===== src/rtl/nes_pkg.sv =====
// Shared types and constants for the NES controller poll sequencer.
package nes_pkg;

    // Poll sequencer FSM states
    typedef enum logic [2:0] {
        ST_IDLE,
        ST_LATCH,
        ST_CLK_HI,
        ST_CLK_LO,
        ST_DONE
    } nes_state_t;

    // Button bit positions in the buttons vector (pressed = 1)
    localparam int BTN_A      = 0;
    localparam int BTN_B      = 1;
    localparam int BTN_SELECT = 2;
    localparam int BTN_START  = 3;
    localparam int BTN_UP     = 4;
    localparam int BTN_DOWN   = 5;
    localparam int BTN_LEFT   = 6;
    localparam int BTN_RIGHT  = 7;

    // Default timing at a 900 kHz clock: ~60 Hz polls, 11-cycle latch, 5+5 cycle shift clock
    localparam int NES_POLL_DIV  = 15000;
    localparam int NES_LATCH_CYC = 11;
    localparam int NES_HALF_CYC  = 5;

    // Counter width able to hold 0..max(a,b,c)-1; never narrower than one bit
    function automatic int cnt_width(input int a, input int b, input int c);
        int m;
        m = a;
        if (b > m) m = b;
        if (c > m) m = c;
        return (m > 1) ? $clog2(m) : 1;
    endfunction

endpackage


===== src/rtl/nes_poll_timer.sv =====
// Poll-rate counter: counts 0..POLL_DIV-1 while enabled, strobes wrap on the
// last count, and is held at zero while disabled.
module nes_poll_timer
    import nes_pkg::*;
#(
    parameter int POLL_DIV = NES_POLL_DIV
) (
    input  logic clk,
    input  logic reset,
    input  logic en,
    output logic wrap
);

    localparam int               CNT_W = cnt_width(POLL_DIV, 1, 1);
    localparam logic [CNT_W-1:0] LAST  = CNT_W'(POLL_DIV - 1);

    logic [CNT_W-1:0] cnt_q, cnt_d;

    // Next count and wrap strobe; disabling the timer returns it to zero
    always_comb begin
        cnt_d = cnt_q;
        wrap  = 1'b0;
        if (!en) begin
            cnt_d = '0;
        end else if (cnt_q == LAST) begin
            cnt_d = '0;
            wrap  = 1'b1;
        end else begin
            cnt_d = cnt_q + CNT_W'(1);
        end
    end

    // Counter register with synchronous active-low reset
    always_ff @(posedge clk) begin
        if (!reset) cnt_q <= '0;
        else        cnt_q <= cnt_d;
    end

endmodule


===== src/rtl/nes_poll_sequencer.sv =====
// NES controller poll sequencer: latches the pad, clocks out seven more bits,
// and publishes the eight button states atomically with valid/changed strobes.
module nes_poll_sequencer
    import nes_pkg::*;
#(
    parameter int POLL_DIV  = NES_POLL_DIV,
    parameter int LATCH_CYC = NES_LATCH_CYC,
    parameter int HALF_CYC  = NES_HALF_CYC
) (
    input  logic       clk_900KHz,
    input  logic       reset,
    input  logic       poll_en,
    input  logic       poll_req,
    input  logic       data,
    output logic       latch,
    output logic       pulse,
    output logic [7:0] buttons,
    output logic       buttons_valid,
    output logic       changed,
    output logic       busy
);

    localparam int              PH_W       = cnt_width(LATCH_CYC, HALF_CYC, POLL_DIV);
    localparam logic [PH_W-1:0] LATCH_LAST = PH_W'(LATCH_CYC - 1);
    localparam logic [PH_W-1:0] HALF_LAST  = PH_W'(HALF_CYC - 1);

    nes_state_t      state_q, state_d;
    logic [PH_W-1:0] phase_q, phase_d;
    logic [2:0]      bit_cnt_q, bit_cnt_d;
    logic [7:0]      shift_q, shift_d;
    logic [7:0]      buttons_q, buttons_d;
    logic            pending_q, pending_d;
    logic            valid_q, valid_d;
    logic            changed_q, changed_d;
    logic            timer_wrap;
    logic            trigger;

    nes_poll_timer #(
        .POLL_DIV (POLL_DIV)
    ) u_poll_timer (
        .clk   (clk_900KHz),
        .reset (reset),
        .en    (poll_en),
        .wrap  (timer_wrap)
    );

    assign trigger = timer_wrap | poll_req;

    // Next-state logic: sequencing, bit capture, and atomic publish on the last sample
    always_comb begin
        state_d   = state_q;
        phase_d   = phase_q;
        bit_cnt_d = bit_cnt_q;
        shift_d   = shift_q;
        buttons_d = buttons_q;
        pending_d = pending_q;
        valid_d   = 1'b0;
        changed_d = 1'b0;

        // Any trigger arriving mid-poll collapses into a single pending poll
        if (state_q != ST_IDLE && state_q != ST_DONE && trigger) pending_d = 1'b1;

        unique case (state_q)
            ST_IDLE: begin
                if (trigger) begin
                    state_d = ST_LATCH;
                    phase_d = '0;
                end
            end
            ST_LATCH: begin
                if (phase_q == LATCH_LAST) begin
                    shift_d[0] = ~data;
                    bit_cnt_d  = 3'd1;
                    phase_d    = '0;
                    state_d    = ST_CLK_HI;
                end else begin
                    phase_d = phase_q + PH_W'(1);
                end
            end
            ST_CLK_HI: begin
                if (phase_q == HALF_LAST) begin
                    phase_d = '0;
                    state_d = ST_CLK_LO;
                end else begin
                    phase_d = phase_q + PH_W'(1);
                end
            end
            ST_CLK_LO: begin
                if (phase_q == HALF_LAST) begin
                    shift_d[bit_cnt_q] = ~data;
                    phase_d            = '0;
                    if (bit_cnt_q == 3'd7) begin
                        // Registered so buttons, valid and changed all appear in the DONE cycle
                        state_d   = ST_DONE;
                        buttons_d = shift_d;
                        valid_d   = 1'b1;
                        changed_d = (shift_d != buttons_q);
                    end else begin
                        bit_cnt_d = bit_cnt_q + 3'd1;
                        state_d   = ST_CLK_HI;
                    end
                end else begin
                    phase_d = phase_q + PH_W'(1);
                end
            end
            ST_DONE: begin
                // A trigger landing in DONE itself is treated like a pending one
                if (pending_q || trigger) begin
                    state_d   = ST_LATCH;
                    phase_d   = '0;
                    pending_d = 1'b0;
                end else begin
                    state_d = ST_IDLE;
                end
            end
            default: state_d = ST_IDLE;
        endcase
    end

    // State and datapath registers; reset abandons any poll in progress
    always_ff @(posedge clk_900KHz) begin
        if (!reset) begin
            state_q   <= ST_IDLE;
            phase_q   <= '0;
            bit_cnt_q <= '0;
            shift_q   <= '0;
            buttons_q <= '0;
            pending_q <= 1'b0;
            valid_q   <= 1'b0;
            changed_q <= 1'b0;
        end else begin
            state_q   <= state_d;
            phase_q   <= phase_d;
            bit_cnt_q <= bit_cnt_d;
            shift_q   <= shift_d;
            buttons_q <= buttons_d;
            pending_q <= pending_d;
            valid_q   <= valid_d;
            changed_q <= changed_d;
        end
    end

    assign latch         = (state_q == ST_LATCH);
    assign pulse         = (state_q == ST_CLK_HI);
    assign busy          = (state_q != ST_IDLE);
    assign buttons       = buttons_q;
    assign buttons_valid = valid_q;
    assign changed       = changed_q;

endmodule


===== config.mk =====
export PLATFORM = sky130hd
export DESIGN_NAME = nes_poll_sequencer
export DESIGN_NICKNAME = d
export VERILOG_FILES = /design/src/rtl/nes_pkg.sv /design/src/rtl/nes_poll_timer.sv /design/src/rtl/nes_poll_sequencer.sv
export SDC_FILE = /design/constraint.sdc
export NUM_CORES = 1
export LEC_CHECK = 0
export ABC_AREA = 1
export BUFFER_PORTS_ARGS = -buffer_cell sky130_fd_sc_hd__buf_2
export CORE_UTILIZATION = 30
export CTS_CLUSTER_SIZE = 30
export DETAILED_ROUTE_END_ITERATION = 10
export PLACE_DENSITY = 0.48
export SLEW_MARGIN = 0
export SYNTH_ARGS = -nofsm -noshare
export SYNTH_HDL_FRONTEND = slang
export SYNTH_SLANG_ARGS = --single-unit

===== constraint.sdc =====
create_clock -name clk_900KHz -period 3.5 [get_ports clk_900KHz]
set_input_delay 0.175 -clock clk_900KHz [delete_from_list [all_inputs] [get_ports clk_900KHz]]
set_output_delay 0.175 -clock clk_900KHz [all_outputs]
set_load 0.05 [all_outputs]

==> flow_summary.ini <==
[synth]
syn-cell-area_sq_um = 2790
synth_edf_count = 0
yosysMostFrequentCell = nand2_1
syn_avg_cell_area_sq_um = 6.84
synthTopCellsByArea = dfxtp_1 (38%), nand2_1 (15%), nand3_1 (6.6%)
syn_nets = 419
ys_seq_area_frac = 0.380
synth_seq_cells = 53
ys.flop_type = dfxtp_1
synth_top_area_cell = dfxtp_1
yosys.cell_types.count = 34
ys_top_cells_by_count = nand2_1 (113), dfxtp_1 (53), inv_1 (41), nand3_1 (37), nor2_1 (36)
yosys_warnings = 0
async_reset_ff_frac = 0
post_synth_inst_count = 408
synth_top_area_share = 0.380

[die]
core_area_sq_um = 8850
boundaryPins = 18
initial_core_util = 0.315
dieArea_sq_um = 9690
row_count = 34
die_h_um = 98.4
die_w_um = 98.4

[setup_path]
cp-end-kind = flop
worstReg2RegEnd = state_q[0]
reg2reg_depth = 12
start_kind = flop
ff2ff_setup_slack_ns = 1.68
critPathKind = reg -> reg
rr_startpoint = phase_q[0]
cp.arrival_ns = 2.05
critPathMaxFanout = 11
critPathRequiredTime_ns = 3.74

[detailed_routing]
vias_per_cell = 4.71
vias = 2526
post_drt_wl_per_cell_um = 11.3
drtPass1Iterations = 9
drcViolationCount = 1
drtIter0Drc = 67
antenna_left = 0
routed_wl_mm = 6.05

[grt]
antenna_found_initial = 0
grt_pass1_wl_mm = 10.6
grt_pass1_vias = 2305
gr-total-overflow = 0
grt_max_degree = 27
track_usage = 0.132

[clock_tree]
ctsHoldBuffers = 0
numCtsBuffers = 5
clockRootBuffer = clkbuf_8
cts_tree = built
cts_sinks = 53
cts_resized = 0
post-cts-setup-buffer-count = 0
cts_max_level = 2
clk_latency_ns = 0.31
clkTransAtPathRegs_ns = 0.09
cts_buffer_depth = 2

[status]
outcome = finished, violations left
violations = DRC

[sta]
worstMarginPinSlew_ns = 0.785
fmax_ghz = 0.551
maxSlewViolCount = 0
tns_ns = 0
finalClockSkew_ns = 0.0103
relSlewSlack = 0.473
finalHoldViolCount = 0
grt_setup_unrepaired = no
setup_viol = 0
min_period_ns = 1.82
fin_crit_sh = 0.519

[placement]
dpl.cell_count = 528
gp_congestion = 0.865
io_buffers = 17
hpwl_mm = 4.39

[layout]
area_delta_synth_final_pct = 10.9
fillers = 940
final_nets = 438
drive_gt1_frac = 0.117
diodes = 0
stdcell_count = 536
final_util = 0.350

[min_path]
whs_endpoint = pending_q
worstHoldPathType = in -> reg
min_from = poll_req
hold_path_depth = 5

[power]
ir_drop_uv = 197
totalPowerFinal_uw = 1480
leakage_uw = 0.00134
power.density_nw_per_um2 = 478

[flow_run]
drv_cap = 0
-- power by group --
| group | internal (uW) | switching, uW | leakage [uW] |
|---|---|---|---|
| Sequential | 631 | 36.1 | 0.000428 |
| Clock | 215 | 206 | 0.0000554 |
| Combinational | 98.8 | 291 | 0.000859 |
-- flip-flops by register name, indices dropped and copies added (netlist names) --
| register | count |
|---|---|
| buttons | 8 |
| u_poll_timer.cnt_q | 14 |
| phase_q | 14 |
| changed | 1 |
| bit_cnt_q | 3 |
| pending_q | 1 |
| shift_q | 8 |
| state_q | 3 |
| buttons_valid | 1 |
-- stage by stage --
stage	worst slack [ns]	area (sq um)	hold slack (ns)
after floorplan	1.81	2790	0.298
after global placement	1.61	2980	0.433
after detailed placement	1.60	2980	0.444
after CTS	1.65	3090	0.233
after global routing	1.43	3090	0.250
final	1.68	3090	0.238
-- critical path: stages (launching register included) --
cell and delay [ns]:
dfxtp_1 0.35, inv_1 0.10, ha_1 0.16, nand3_1 0.09, nor2_2 0.18, nand2_1 0.10, nand2_1 0.09, nand2_1 0.26
inv_1 0.12, nand2_1 0.07, nand2_1 0.06, nand2_1 0.04, a21oi_1 0.12
-- cell type report --
| class | instances | area, sq um | share of cell area |
|---|---|---|---|
| Clock inverter | 2 | 38.8 | 0.0125 |
| Sequential cell | 53 | 1060 | 0.343 |
| Clock buffer | 6 | 72.6 | 0.0235 |
| Inverter | 55 | 219 | 0.0708 |
| Timing Repair Buffer | 17 | 85.1 | 0.0275 |
| Multi-Input combinational cell | 295 | 1480 | 0.479 |
| Tap cell | 108 | 135 | 0.0437 |
-- layout by cell type, fill, tap and decap left out, drive strengths merged --
cell type,netlist,routed
inv,53,53
a21oi,34,34
o221ai,1,1
nor2,41,41
nand2,117,117
buf,2,17
o21ai,18,18
xor2,13,13
ha,6,6
nor3,6,6
nand3,39,39
a211oi,2,2
clkinv,2,3
nand4,9,9
o21a,1,1
or2,1,1
bufinv,0,1
o211ai,3,3
xnor2,3,3
clkbuf,3,6
dfxtp,53,53
o21bai,1,1
-- layer usage --
layer | track usage | up-vias | part of all wire
met5 | 0 | - | 0
li1 | - | 1348 | -
met2 | 0.218 | 39 | 0.46
met4 | 0.0425 | 0 | 0.011
met1 | 0.177 | 1133 | 0.50
met3 | 0.0206 | 6 | 0.027
-- how the worst max path moves through the flow --
stage,startpoint,end,slack (ns),cells after the start
finish,phase_q[0],state_q[0],1.68,12
global route,phase_q[0],state_q[0],1.43,12
CTS,phase_q[0],state_q[0],1.65,12
detailed placement,reset,pending_q,1.60,5
global placement,reset,pending_q,1.61,5
floorplan,state_q[0],phase_q[9],1.81,7
-- cells by family after synthesis --
family,Yosys count,synth area share
fa+ha+maj,6,0.0269
flops,53,0.380
simple gates,213,0.338
buf+inv,60,0.0883
xor+xnor,16,0.0502
compound gates,60,0.117
Power figures use the tool's default switching activity.
